--- config.mk ---
export PLATFORM = sky130hd
export DESIGN_NAME = mul_output_fifo
export DESIGN_NICKNAME = d
export VERILOG_FILES = /design/src/rtl/mul_output_fifo.sv
export SDC_FILE = /design/constraint.sdc
export NUM_CORES = 1
export LEC_CHECK = 0
export CORE_MARGIN = 2
export CORE_UTILIZATION = 57
export DETAILED_ROUTE_END_ITERATION = 12
export PLACE_DENSITY = 0.92
export SETUP_SLACK_MARGIN = 0.05
export SLEW_MARGIN = 10
export SYNTH_ARGS = -nofsm -noshare
export SYNTH_HDL_FRONTEND = slang
export SYNTH_SLANG_ARGS = --single-unit
--- constraint.sdc ---
create_clock -name clk -period 5.8 [get_ports clk]
set_input_delay 1.16 -clock clk [delete_from_list [all_inputs] [get_ports clk]]
set_output_delay 1.16 -clock clk [all_outputs]
set_load 0.02 [all_outputs]
--- src/rtl/mul_output_fifo.sv ---
// mul_output_fifo: tag realignment and result buffer for the
// pipelined multiplier, with credit-based issue control.
module mul_output_fifo #(
  parameter int DATA_W   = 32,
  parameter int TAG_W    = 2,
  parameter int DEPTH    = 4,
  parameter int PIPE_LAT = 3
) (
  input  logic                     clk,
  input  logic                     clear,
  input  logic                     issue_valid,
  input  logic [TAG_W-1:0]         issue_tag,
  output logic                     issue_ok,
  input  logic                     prod_valid,
  input  logic [DATA_W-1:0]        prod_data,
  output logic                     res_valid,
  input  logic                     res_ready,
  output logic [DATA_W-1:0]        res_data,
  output logic [TAG_W-1:0]         res_tag,
  output logic [$clog2(DEPTH):0]   count,
  output logic                     overflow_err,
  output logic                     align_err
);

  localparam int PTR_W = $clog2(DEPTH);
  localparam int CNT_W = PTR_W + 1;
  localparam int SUM_W = $clog2(PIPE_LAT + DEPTH + 1) + 1;

  logic [PIPE_LAT-1:0] dl_v;
  logic [TAG_W-1:0]    dl_tag [PIPE_LAT];
  logic [PTR_W-1:0]    wr_ptr;
  logic [PTR_W-1:0]    rd_ptr;
  logic [DATA_W+TAG_W-1:0] mem [DEPTH];

  logic             tail_v;
  logic [TAG_W-1:0] tail_tag;
  logic             push;
  logic             pop;
  logic             full;
  logic             wr_en;
  logic             ovf_set;
  logic             align_set;
  logic [SUM_W-1:0] inflight;

  assign tail_v   = dl_v[PIPE_LAT-1];
  assign tail_tag = dl_tag[PIPE_LAT-1];
  assign full     = (count == CNT_W'(DEPTH));
  assign res_valid = (count != '0);
  assign pop      = res_valid && res_ready;
  assign push     = tail_v && prod_valid;
  assign wr_en    = push && (!full || pop);

  always_comb begin
    inflight = '0;
    for (int i = 0; i < PIPE_LAT; i++) begin
      inflight = inflight + SUM_W'(dl_v[i]);
    end
  end

  // Credit counts every tag still in the pipe, tail included.
  assign issue_ok =
    (inflight + SUM_W'(count)) < SUM_W'(DEPTH);

  assign ovf_set =
    (push && full && !pop) ||
    (issue_valid && !issue_ok);
  assign align_set = tail_v != prod_valid;

  assign {res_data, res_tag} =
    res_valid ? mem[rd_ptr] : '0;

  always_ff @(posedge clk) begin
    if (wr_en) begin
      mem[wr_ptr] <= {prod_data, tail_tag};
    end
  end

  always_ff @(posedge clk) begin
    if (clear) begin
      dl_v         <= '0;
      for (int i = 0; i < PIPE_LAT; i++) begin
        dl_tag[i] <= '0;
      end
      wr_ptr       <= '0;
      rd_ptr       <= '0;
      count        <= '0;
      overflow_err <= 1'b0;
      align_err    <= 1'b0;
    end else begin
      dl_v[0]   <= issue_valid;
      dl_tag[0] <= issue_tag;
      for (int i = 1; i < PIPE_LAT; i++) begin
        dl_v[i]   <= dl_v[i-1];
        dl_tag[i] <= dl_tag[i-1];
      end
      if (wr_en) wr_ptr <= wr_ptr + PTR_W'(1);
      if (pop)   rd_ptr <= rd_ptr + PTR_W'(1);
      case ({wr_en, pop})
        2'b10:   count <= count + CNT_W'(1);
        2'b01:   count <= count - CNT_W'(1);
        default: count <= count;
      endcase
      if (ovf_set)   overflow_err <= 1'b1;
      if (align_set) align_err    <= 1'b1;
    end
  end

endmodule
==> impl.org, run 1 <==
** Global routing
- Maximum number of pins on one net before global-route repair :: 37
- The first global-routing pass estimated about 17000 µm of wire.
- The number of antenna violations at the first check in global routing came to 2.
- Total congestion overflow :: 0
- GR Util All Layers :: 0.2045
- Via count of the first global-routing pass :: 3275

** Synthesis
- Post-synthesis cell area :: 0.006128 mm²
- Count leader, synth :: sky130_fd_sc_hd__edfxtp_1
- Number of different library cells in the post-synthesis netlist :: 36
- The synthesized design contains about 140 enable-type register cells.
- Sorting the synthesized cells by how often they occur yields sky130_fd_sc_hd__edfxtp_1 (136), sky130_fd_sc_hd__and2_1 (34), sky130_fd_sc_hd__mux4_2 (30), sky130_fd_sc_hd__dfxtp_1 (20), sky130_fd_sc_hd__nor2_1 (12).
- Count of mapped cells out of synthesis :: around 310
- For this run, the leading register cell type out of synthesis is sky130_fd_sc_hd__edfxtp_1.
- A synthesized cell averages 19.52 µm².
- Leading cell types by total area after synthesis :: sky130_fd_sc_hd__edfxtp_1 (67%), sky130_fd_sc_hd__mux4_2 (11%), sky130_fd_sc_hd__dfxtp_1 (6.5%)
- Ys Warns :: 0
- Cell type contributing the most total cell area after synthesis :: sky130_fd_sc_hd__edfxtp_1
- Syn_nets :: roughly 360
- Synth top area share :: 0.6664
- Part of the Yosys area used for sequential elements :: 0.7317
- Post-synthesis sequential element count :: 156
- In the synthesized netlist the async set-or-reset flop fraction comes to 0.

** Detailed routing
- Number of vias after detailed routing :: 3069
- For this run, design rule violations remaining after detail routing come to 0.
- Post-detailed-route count of antenna-violating nets :: 0
- DRT iter0 DRCs :: 230
- Drt via density :: 5.621
- Detail-routed net length per standard cell :: 20.00 µm
- The routed design has 10920 µm of wire.
- The pre-antenna-repair detailed-routing pass consisted of 4 iterations.

** Clock tree
- The tree built by TritonCTS fans out to 156 sinks.
- Number of buffers added for setup after CTS :: 0
- The longest clock path from root to sink contains 2 buffers.
- Post-CTS repair changed the size of 0 cells.
- Buffers inserted to repair hold after CTS numbered 0.
- The number of clock buffers added by TritonCTS is 17.
- The clock reaches the later pin of the worst-skew pair after 0.52 ns.
- Clock root buffer master :: sky130_fd_sc_hd__clkbuf_8
- Clock-pin slew was measured on the worst setup and hold paths at about 0.070 ns.
- H-tree depth :: 4
- TritonCTS built the clock tree.

** Finish
- Leaving out filler cells and counting taps, the final layout contains 546.
- In the final layout, the share of cells above drive strength 1 is 0.1740.
- Nets :: 442
- Growth of design area from synthesis to finish :: 23.36%
- At the end of the flow the core is filled with cells to 0.7290.

** Timing
- Setup repair after global routing left no endpoint under its margin.
- Aggregate negative setup slack :: 0 ns
- Slew at the pin closest to its max-slew limit :: 1.105 ns
- On the final layout, the worst hold slack is 0.4380 ns.
- Max-Slew Margin vs Limit :: 0.2632
- The hold violation total from the final report came to 0.
- In the finished design, the share of the clock period the worst path needs comes to 0.7360.
- Min Clock Period, post-route :: about 4.3 ns
- Static timing analysis puts the maximum clock frequency at 234.3 MHz.
- The number of slew-limit violations in the final report was 0.
- Setup slack closes at 1.531 ns.
- Count of endpoints failing setup in the final report :: 0
- Final worst clock skew :: 0.009796 ns

** Die
- Horizontal extent of the die :: 107.7 µm
- I/O pin count :: 80
- The floorplan step defined a core boundary enclosing 0.01037 mm².
- The initialized floorplan defines 37 standard-cell rows.
- Initial Utilization :: 0.5910
- In this run the vertical extent of the chip is 107.7 µm.
- Die Outline Area :: 0.01160 mm²

** Critical path
- CP max FO :: 26
- STA puts the critical path data arrival time at 3.11 ns.
- The worst setup path is launched from a flip-flop.
- Required time at the worst-slack endpoint :: 4.64 ns
- By startpoint and endpoint, the worst setup path is classified as flip-flop to primary output.
- Endpoint class of the critical path :: primary output

** Placed design
- Final weighted congestion in routability-driven placement :: 0.7794
- In this run, placement finished with an instance count of approximately 500.
- Post-detailed-placement half-perimeter wirelength :: 6397 µm
- The count of buffers added on input and output ports is a little under 80.
- Setup slack at placement :: between 2 and 2.5 ns

** Min path
- Class of the worst hold path :: flip-flop to flip-flop

** Job
- The tool flagged a number of max-cap violations equal to 0.

** Status
- The flow ran to the end, and the final reports show no timing, DRC or antenna violations.

** Power
- Peak supply drop :: between 0.2 and 0.25 mV
- Summed over all cells, the static leakage comes to 2.474 nW.
- For this design the ratio of total power to cell area is 329.5 mW/mm².
report_power, final:
group | internal, mW | total (mW) | leakage, nW | switching (mW)
combinational | 0.0939 | 0.173 | 0.800 | 0.0788
clock | 0.595 | 1.08 | 0.283 | 0.482
sequential | 1.23 | 1.24 | 1.39 | 0.0144
worst max-delay path, cell delays in order, from the launching register on:
cell	delay, ns
sky130_fd_sc_hd__dfxtp_2	0.97
sky130_fd_sc_hd__buf_4	0.35
sky130_fd_sc_hd__mux4_1	0.57
sky130_fd_sc_hd__and2_1	0.17
sky130_fd_sc_hd__clkdlybuf4s50_1	0.53
cell usage in the layout, fill, tap and decap left out, types with 5 or more instances in the layout:
cell type	Yosys	final
sky130_fd_sc_hd__inv_1	8	8
sky130_fd_sc_hd__ha_1	6	6
sky130_fd_sc_hd__nor2_1	12	12
sky130_fd_sc_hd__clkbuf_16	0	16
sky130_fd_sc_hd__edfxtp_1	136	136
sky130_fd_sc_hd__clkdlybuf4s50_1	0	79
sky130_fd_sc_hd__inv_8	0	5
sky130_fd_sc_hd__dfxtp_1	20	18
sky130_fd_sc_hd__nor2b_1	9	9
sky130_fd_sc_hd__and2_1	34	34
sky130_fd_sc_hd__mux4_2	30	30
layer usage:
layer | up-vias | GRT usage | part of all wire
li1 | 1394 | - | -
met4 | 0 | 0.08242 | 0.015
met5 | - | 0 | 0
met2 | 98 | 0.3306 | 0.49
met3 | 14 | 0.05206 | 0.060
met1 | 1563 | 0.2683 | 0.43
layout make-up:
class                           instances  area, µm²
Antenna cell                            2      5.005
Clock buffer                           17      414.1
Clock inverter                         15      180.2
Fill cell                             628       2810
Inverter                                8      30.03
Multi-Input combinational cell        132       1475
Sequential cell                       156       4487
Tap cell                              136      170.2
Timing Repair Buffer                   80      798.3
sequential cells by signal, indices dropped and copies added, names as in the netlist, named ones only:
signal / count
mem: 136
rd_ptr: 2
dl_tag: 6
align_err: 1
wr_ptr: 2
overflow_err: 1
dl_v: 3
count: 3
stage by stage:
step           instance area, µm²  power (mW)
3_3_place_gp                 6960       1.432
5_1_grt                      7555       2.560
3_5_place_dp                 6960       1.438
2_1_floorplan                6128       1.360
6_report                     7560       2.491
4_1_cts                      7555       2.511
kinds of logic after synthesis:
family | count (synthesis) | share of synthesized area
xor+xnor | 3 | 0.004288
flops | 156 | 0.7317
buf+inv | 26 | 0.02838
compound gates | 13 | 0.01449
simple gates | 71 | 0.06962
fa+ha+maj | 8 | 0.01878
mux | 37 | 0.1327
path summary, 6_finish.rpt:
kind	startpoint	endpoint	slack, ns	cells past startpoint
worst max-delay path	flip-flop	res_data[0]	1.53	4
worst min-delay path	dl_tag[0][0]	dl_tag[0][2]	0.44	1
worst max register to register	count[2]	count[2]	3.02	6
worst min register to register	dl_tag[0][0]	dl_tag[0][2]	0.44	1
(Power assumes the default switching activity.)
==> run 2, diff against run 1 <==
- CORE_UTILIZATION: 57 -> 55
- PLACE_DENSITY: 0.92 -> 0.9
- clock period: 5.8 -> 4.2 ns (I/O delays scaled with it)
==> run 2 against run 1 <==
Effect of this change:
- combinational power grew 45%
- cell area about the same
- register-to-register slack got worse by 0.92 ns
- sequential power grew 38%
- clock skew decreased by 0.0011 ns
- critical path depth increased by 3
- sequential share of layout area about the same
- clock power increased by 34%
- core utilization is 3.2 points lower
- via count down 0.62%
- first-iteration DRC count shrank 48%
- global-route usage down 0.72 points
==> impl.org, run 2 (synthesis gave the netlist of run 1 again) <==
** Detailed routing
- The pre-antenna-repair detailed-routing pass consisted of 5 iterations.
- After detailed routing, the number of remaining DRC violations is 0.
- Post-detailed-route count of antenna-violating nets :: 0
- The final layout contains routed wiring with a total length of 10730 µm.
- DRT iter0 DRCs :: 119
- Drt via density :: 5.556
- Detailed routing inserted a total of 3050 vias.
- After detailed routing, the average wire length per cell comes to between 15 and 20 µm.

** Finish
- Commonest cells after routing, fill and taps aside :: sky130_fd_sc_hd__edfxtp_1 (136), sky130_fd_sc_hd__clkdlybuf4s50_1 (79), sky130_fd_sc_hd__and2_1 (34), sky130_fd_sc_hd__mux4_2 (30), sky130_fd_sc_hd__dfxtp_1 (18)
- The register with the most flip-flops in the layout has between 100 and 150 of them.
- Proportion of layout cells with a drive suffix above 1 :: 0.1638
- Most flop-heavy register :: mem
- For this run, the share of the core covered by cells in the final layout is 0.6969.
- Leaving out fill and tap cells, the most frequent cell in the layout is sky130_fd_sc_hd__edfxtp_1.
- Filler cells :: 683
- Antenna diode instance count :: 0
- Relative to the synthesized area, the layout overhead comes to 23.27%.
- Top flop regs :: mem: 136 flops, dl_tag: 6 flops
- After the last flow step, the layout net total stands at approximately 440.

** Clock tree
- CTS tree :: built
- Post-CTS timing repair inserted 0 buffers for setup.
- The clock passes through at most 2 buffers.
- Clock sink total :: 156
- Worst skew pair latency :: approximately 0.52 ns
- # resized after CTS :: 0
- Clock root buffer master :: sky130_fd_sc_hd__clkbuf_8
- TritonCTS Buffers :: 17
- After clock tree synthesis, the clock-pin slew on the worst setup and hold paths is 0.06 ns.
- Buffers inserted to repair hold after CTS numbered 0.
- The clock tree synthesis step divided the H-tree into 4 levels.

** Job
- Max-cap violations in this run came to 0.

** Global routing
- Summed over all layers, the global routing overflow is 0.
- The via count of the first global-routing pass was 3193.
- Entering global routing, the biggest net connects 35 pins.
- Across every metal layer, demand over resource in global routing totals 0.1974.
- The first global-routing pass estimated 16880 µm of wire.
- Number of antenna violations at the first check in global routing :: 0

** Timing
- Setup total negative slack on the finished layout was measured at 0 ns.
- Slew at the pin closest to its max-slew limit :: slightly above 0.9 ns
- The hold violation total from the final report came to 0.
- Max-Slew Margin vs Limit :: 0.3909
- Fmax :: 271.5 MHz
- Share of the clock period used by the worst path :: 0.8771
- The number of slew-limit violations in the final report came to 0.
- Setup repair after global routing left no endpoint under its margin.
- Count of endpoints failing setup in the final report :: 0
- Min Clock Period, post-route :: 3.684 ns
- For the final database, setup skew stands at 0.008721 ns.

** Critical path
- Reg2reg start :: count[2]
- The critical path starts at count[0].
- Worst R2R End :: count[2]
- Required time at the worst-slack endpoint :: 3.36 ns
- At the worst endpoint, the arrival time is 2.84 ns.
- In this run the worst setup path terminates at issue_ok.
- Endpoint class of the critical path :: primary output
- Along the worst path, the maximum fanout reaches 10.
- The worst register-to-register path has a depth of 6.
- Critical setup path kind :: flip-flop to primary output
- The worst register-to-register path has a setup slack of 2.10 ns.
- Worst setup SP type :: flip-flop

** Placed design
- At the end of routability-driven placement, the weighted congestion stood at between 0.7 and 0.8.
- Count of buffers from port buffering :: 79
- Post-detailed-placement half-perimeter wirelength :: 6297 µm

** Die
- Initial Utilization :: 0.5653
- Die height :: around 110 µm
- Die Outline Area :: roughly 0.012 mm²
- Area of the core region :: 0.01084 mm²
- Horizontal extent of the die :: between 100 and 150 µm
- I/O pin count :: 80
- Rows :: 38

** Status
- The run finished with clean final reports.

** Power
- Cell Pwr Density :: 450.7 mW/mm²
- Summed over all cells, the static leakage comes to around 2.5 nW.
- Across the VDD grid, the largest voltage drop is 0.2486 mV.

** Min path
- Class of the worst hold path :: flip-flop to flip-flop
## run 2: cell count changes in the layout (fill, tap and decap cells not counted), moves of 2 or more
cell / delta
sky130_fd_sc_hd__inv_8: -5
sky130_fd_sc_hd__clkinv_1: +4
sky130_fd_sc_hd__clkinv_8: -3
sky130_fd_sc_hd__bufinv_16: +2
sky130_fd_sc_hd__clkinv_2: +2
sky130_fd_sc_hd__diode_2: -2
## run 2: final cells by class
| cell class | instances | area [µm²] | share of cell area |
|---|---|---|---|
| clock buffers | 18 | 417.9 | 0.05532 |
| clock inverters | 14 | 151.4 | 0.02004 |
| repair buffers | 81 | 818.3 | 0.1083 |
| inverters | 8 | 30.03 | 0.003975 |
| multi-input cells | 132 | 1475 | 0.1953 |
| flip-flops and latches | 156 | 4487 | 0.5939 |
| well taps | 140 | 175.2 | 0.02319 |
## run 2: stage by stage
step	area (µm²)	std cells	power [mW]	hold WS (ns)	setup slack, ns
final	7555	549	3.405	0.4413	0.5162
after global routing	7555	549	3.512	0.4592	0.3340
after CTS	7555	549	3.437	0.4497	0.4839
after detailed placement	6985	517	1.992	0.4351	1.062
after global placement	6985	517	1.985	0.4179	1.135
after floorplan	6128	314	1.878	0.4138	1.389
## run 2: per-layer routing
| metal | GRT usage | wire length [µm] | vias to the layer above |
|---|---|---|---|
| met5 | 0 | 0 | - |
| met4 | 0.06239 | 114 | 0 |
| met3 | 0.06165 | 561 | 11 |
| met2 | 0.3263 | 5590 | 90 |
| met1 | 0.2519 | 4467 | 1557 |
| li1 | - | - | 1392 |
## run 2: worst min path at each step
| stage | end | cells after the start | start |
|---|---|---|---|
| floorplan | dl_tag[0][2] | 1 | dl_tag[0][0] |
| global placement | dl_tag[0][3] | 1 | dl_tag[0][1] |
| detailed placement | dl_tag[0][3] | 1 | dl_tag[0][1] |
| CTS | dl_tag[0][3] | 1 | dl_tag[0][1] |
| global route | dl_tag[0][3] | 1 | dl_tag[0][1] |
| finish | dl_tag[0][3] | 1 | dl_tag[0][1] |
## run 2: critical path, cell delays in order, from the launching register on
cell and delay, ns:
sky130_fd_sc_hd__dfxtp_1 0.49, sky130_fd_sc_hd__inv_1 0.16, sky130_fd_sc_hd__fa_1 0.45, sky130_fd_sc_hd__inv_1 0.07, sky130_fd_sc_hd__ha_1 0.21, sky130_fd_sc_hd__and3b_1 0.18, sky130_fd_sc_hd__nor3_1 0.13, sky130_fd_sc_hd__clkdlybuf4s50_1 0.63
## run 2: power breakdown
group	internal [mW]	switching [mW]
Clock	0.894	0.555
Combinational	0.133	0.118
Sequential	1.70	0.0108
==> RTL change 1 (settings of run 2) <==
Put one more register stage on the output `count`, without a reset. The value now appears one clock later. The other outputs are not delayed to match.
--- a/src/rtl/mul_output_fifo.sv
+++ b/src/rtl/mul_output_fifo.sv
@@ -26,6 +26,8 @@
   localparam int CNT_W = PTR_W + 1;
   localparam int SUM_W = $clog2(PIPE_LAT + DEPTH + 1) + 1;
 
+  logic [$clog2(DEPTH):0] count_s0;
+
   logic [PIPE_LAT-1:0] dl_v;
   logic [TAG_W-1:0]    dl_tag [PIPE_LAT];
   logic [PTR_W-1:0]    wr_ptr;
@@ -44,8 +46,8 @@
 
   assign tail_v   = dl_v[PIPE_LAT-1];
   assign tail_tag = dl_tag[PIPE_LAT-1];
-  assign full     = (count == CNT_W'(DEPTH));
-  assign res_valid = (count != '0);
+  assign full     = (count_s0 == CNT_W'(DEPTH));
+  assign res_valid = (count_s0 != '0);
   assign pop      = res_valid && res_ready;
   assign push     = tail_v && prod_valid;
   assign wr_en    = push && (!full || pop);
@@ -59,7 +61,7 @@
 
   // Credit counts every tag still in the pipe, tail included.
   assign issue_ok =
-    (inflight + SUM_W'(count)) < SUM_W'(DEPTH);
+    (inflight + SUM_W'(count_s0)) < SUM_W'(DEPTH);
 
   assign ovf_set =
     (push && full && !pop) ||
@@ -83,7 +85,7 @@
       end
       wr_ptr       <= '0;
       rd_ptr       <= '0;
-      count        <= '0;
+      count_s0     <= '0;
       overflow_err <= 1'b0;
       align_err    <= 1'b0;
     end else begin
@@ -96,13 +98,17 @@
       if (wr_en) wr_ptr <= wr_ptr + PTR_W'(1);
       if (pop)   rd_ptr <= rd_ptr + PTR_W'(1);
       case ({wr_en, pop})
-        2'b10:   count <= count + CNT_W'(1);
-        2'b01:   count <= count - CNT_W'(1);
-        default: count <= count;
+        2'b10:   count_s0 <= count_s0 + CNT_W'(1);
+        2'b01:   count_s0 <= count_s0 - CNT_W'(1);
+        default: count_s0 <= count_s0;
       endcase
       if (ovf_set)   overflow_err <= 1'b1;
       if (align_set) align_err    <= 1'b1;
     end
   end
 
+  always_ff @(posedge clk) begin
+    count <= count_s0;
+  end
+
 endmodule
Formal check against the unedited RTL: not equivalent (a bounded check fails within 10 cycles, from zero or initial values).
==> RTL change 1 against run 2 <==
  * Power rose by 2.8%
  * Final area rose by 1.1%
  * Sequential cell count grew 3
  * Wire length rose by 7.0%
  * Via count is 2.5% higher
  * Worst setup slack better by 0.0097 ns
  * Register-to-register slack lost 0.19 ns
  * Clock skew fell by 0.00067 ns
  * Area after synthesis is 0.98% higher
==> RTL change 1: results (changes against run 2) <==
pre-CTS setup slack=0.9967 ns (-0.06482 ns); largest net degree at the start of global routing=37 (+5.7%); commonest cells in the netlist=edfxtp_1, and2_1, mux4_2, dfxtp_1, nor2_1; GRT met1 Usage=23.70% (-1.5 points); clkbuf count=22 (+4); met3 wire length=695 microns (+24%); Top Layer Used=met5; adder-cell area share of the yosys netlist=1.860% (-0.018 points); met2 routed WL=6127 microns (+9.6%); Max-slew headroom=40.83% (+1.7 points); initial antenna violation count=1 (+1); Inst Count DP=520 (+0.58%); GP Congestion=0.7308 (-3.4%); count of flip-flops and latches=159 (+1.9%); Area after DPL=7046 sq um (+0.86%); Leak=0.002506 uW (+1.5%); routed metal-1 wire length=4558 microns (+2.0%); fraction of area in registers=59.55% (+0.16 points); Seq/Total Area, Yosys=73.43% (+0.26 points); Avg WL per Cell=20.81 microns (+6.4%); global-route wire length before repair=17220 microns (+2.0%); Setup crit start=count_s0[0]$_SDFFE_PP0P_; Worst Skew=0.008049 ns (-0.0006725 ns); multi-input gate share of total cell area=19.32% (-0.20 points); fillers=664 (-2.8%); clk root buf=clkbuf_8; vias in the first global route=3293 (+3.1%); Post-Route WL=11490 microns (+7.0%); Area growth, synth to finish=23.37% (about the same); Via-to-Cell Ratio=5.665 (+2.0%); mux share of post-synthesis cell area=13.14% (-0.13 points); hold path startpoint=dl_tag[0][0]$_SDFF_PP0_; top cells by area, synth=edfxtp_1, mux4_2, dfxtp_1; R2R Path Start=count_s0[2]$_SDFFE_PP0P_; M2 GR Usage=35.06% (+2.4 points); total track usage=20.16% (+0.42 points); Clock-cell share=7.719% (+0.18 points); status=finished clean; Pre-antenna DRT Iters=4 (-1); Mean Syn Cell Area=19.52 sq um (about the same); XOR/XNOR share of the synthesized area=0.4246% (-0.0042 points)
## RTL change 1: power groups by stage
stage / Sequential, uW / Combinational [uW] / Clock [uW]
floorplan: 1770 / 143 / 0
global placement: 1770 / 246 / 0
detailed placement: 1770 / 251 / 0
CTS: 1740 / 254 / 1530
global route: 1740 / 269 / 1590
finish: 1740 / 251 / 1510
## RTL change 1: worst max-delay path: cells and delay by family, from the launching register on
kind / cells / cell delay (ns)
simple gates: 2 / 0.33
fa+ha+maj: 2 / 0.65
buf+inv: 3 / 0.86
flops: 1 / 0.48
## RTL change 1: final timing paths
| check | to | slack (ns) | cells past startpoint |
|---|---|---|---|
| worst min-delay path | dl_tag[0][2]$_SDFF_PP0_ | 0.44 | 1 |
| worst max register to register | count_s0[2]$_SDFFE_PP0P_ | 1.91 | 7 |
| worst min register to register | dl_tag[0][2]$_SDFF_PP0_ | 0.44 | 1 |
| worst max-delay path | issue_ok | 0.53 | 7 |
==> RTL change 2 (flow settings as in run 2) <==
Made on the original files. Change the parameter `DEPTH` from 4 to 2.
--- a/src/rtl/mul_output_fifo.sv
+++ b/src/rtl/mul_output_fifo.sv
@@ -3,7 +3,7 @@
 module mul_output_fifo #(
   parameter int DATA_W   = 32,
   parameter int TAG_W    = 2,
-  parameter int DEPTH    = 4,
+  parameter int DEPTH    = 2,
   parameter int PIPE_LAT = 3
 ) (
   input  logic                     clk,
Interface: changed (resized count); port bits go from 80 to 79. No check against the original RTL was run, so the function may have changed too.
==> RTL change 2 against run 2 <==
  * Area after synthesis is 48% lower
  * Wire length is 50% lower
  * Worst setup slack better by 0.18 ns
  * Largest power group unchanged
  * Critical path type unchanged
  * Highest routed layer unchanged
  * Combinational power is 45% lower
  * Power is 53% lower
  * Final area is 44% lower
  * Sequential cell count is 72 lower
  * Clock power is 62% lower
==> RTL change 2: results (changes against run 2) <==
Pre-antenna DRT Iters=4 (-1); total CTS buffers=9 (-8); number of port buffers=78 (-1.3%); pre-CTS setup slack=1.055 ns (-0.006070 ns); Max-slew headroom=30.33% (-8.8 points); detailed-placement wirelength estimate=3571 microns (-43%); adder-cell area share of the yosys netlist=2.055% (+0.18 points); Post-Syn Nets=246 (-32%); commonest cells in the netlist=edfxtp_1, nor2_1, mux2i_1, dfxtp_1, nor2b_1; Area after DPL=4000 sq um (-43%); Worst R2R Setup Slack=2.20 ns (+0.10 ns); Worst-Skew Late Latency=0.33 ns (-0.19 ns); Post-Route WL=5365 microns (-50%); GP Congestion=0.7277 (-3.8%); Seq/Total Area, Yosys=74.60% (+1.4 points); Compound-Gate Fraction of Synth Area=0.8297% (-0.62 points); Nets=327 (-26%); clock-pin slew on the worst setup and hold paths=0.08 ns (+0.02 ns); post-synth top area share=64.48% (-2.2 points); WHS=0.4294 ns (-0.01191 ns); total track usage=18.00% (-1.7 points); XOR/XNOR share of the synthesized area=0.8297% (+0.40 points); r2r endpoint=overflow_err$_SDFFE_PP0P_; htree depth=3 (-1); mux share of post-synthesis cell area=11.10% (-2.2 points); Peak VDD IR=0.3686 mV (+48%); hold path startpoint=dl_tag[0][5]$_SDFF_PP0_; status=finished clean; Yosys cell types=24 (-33%); Hold Path Sink=mem[0][1]$_DFFE_PP_; Leak=0.001380 uW (-44%); vias in the first global route=1831 (-43%); largest registers=mem x68, dl_tag x6, dl_v x3; synth warn=0 (unchanged); crit path max fanout=8 (-2); Via-to-Cell Ratio=5.033 (-9.4%); global-route wire length before repair=8438 microns (-50%); starting DRC count in detailed routing=87 (-27%); share of layout cells above drive strength 1=7.612% (-8.8 points); P_int=1275 uW (-53%); Reg2Reg Depth=5 (-1)
[RTL change 2: final cells by class]
cell class                 instances  area [sq um]
clock buffer                      10         137.6
inverter                           3         11.26
sequential                        84          2364
tap                               72         90.09
clock inverter                     6         63.81
fill                             361          1339
multi-input combinational        107         747.0
timing repair buffer              79         788.3
[RTL change 2: critical path, cell delays in order, from the launching register on]
cell	delay (ns)
dfxtp_1	0.53
fa_1	0.45
and2_1	0.18
fa_1	0.45
nor2_1	0.11
clkdlybuf4s50_1	0.61
[RTL change 2: how the worst max path moves through the flow]
stage	startpoint	slack [ns]	end	cells after the start
floorplan	prod_valid	1.25	mem[0][0]$_DFFE_PP_	3
global placement	count[0]$_SDFFE_PP0P_	1.13	issue_ok	5
detailed placement	count[0]$_SDFFE_PP0P_	1.06	issue_ok	5
CTS	count[0]$_SDFFE_PP0P_	0.66	issue_ok	5
global route	count[0]$_SDFFE_PP0P_	0.53	issue_ok	5
finish	count[0]$_SDFFE_PP0P_	0.70	issue_ok	5
[RTL change 2: stage by stage]
step           cells  power (uW)
3_5_place_dp     345        1078
5_1_grt          361        1678
2_1_floorplan    203       998.8
4_1_cts          361        1631
3_3_place_gp     345        1073
6_report         361        1611
[RTL change 2: routing by layer]
metal | vias up | wire [microns] | GRT usage, %
met4 | 0 | 47 | 7.119
met5 | - | 0 | 0
met3 | 5 | 277 | 4.299
met2 | 51 | 2915 | 32.33
li1 | 884 | - | -
met1 | 877 | 2124 | 20.59
[RTL change 2: power groups by stage]
stage	clock (uW)	combinational (uW)	sequential (uW)
detailed placement	0	139	940
CTS	571	139	920
finish	553	138	920
global placement	0	134	939
floorplan	0	65.8	933
global route	608	148	922
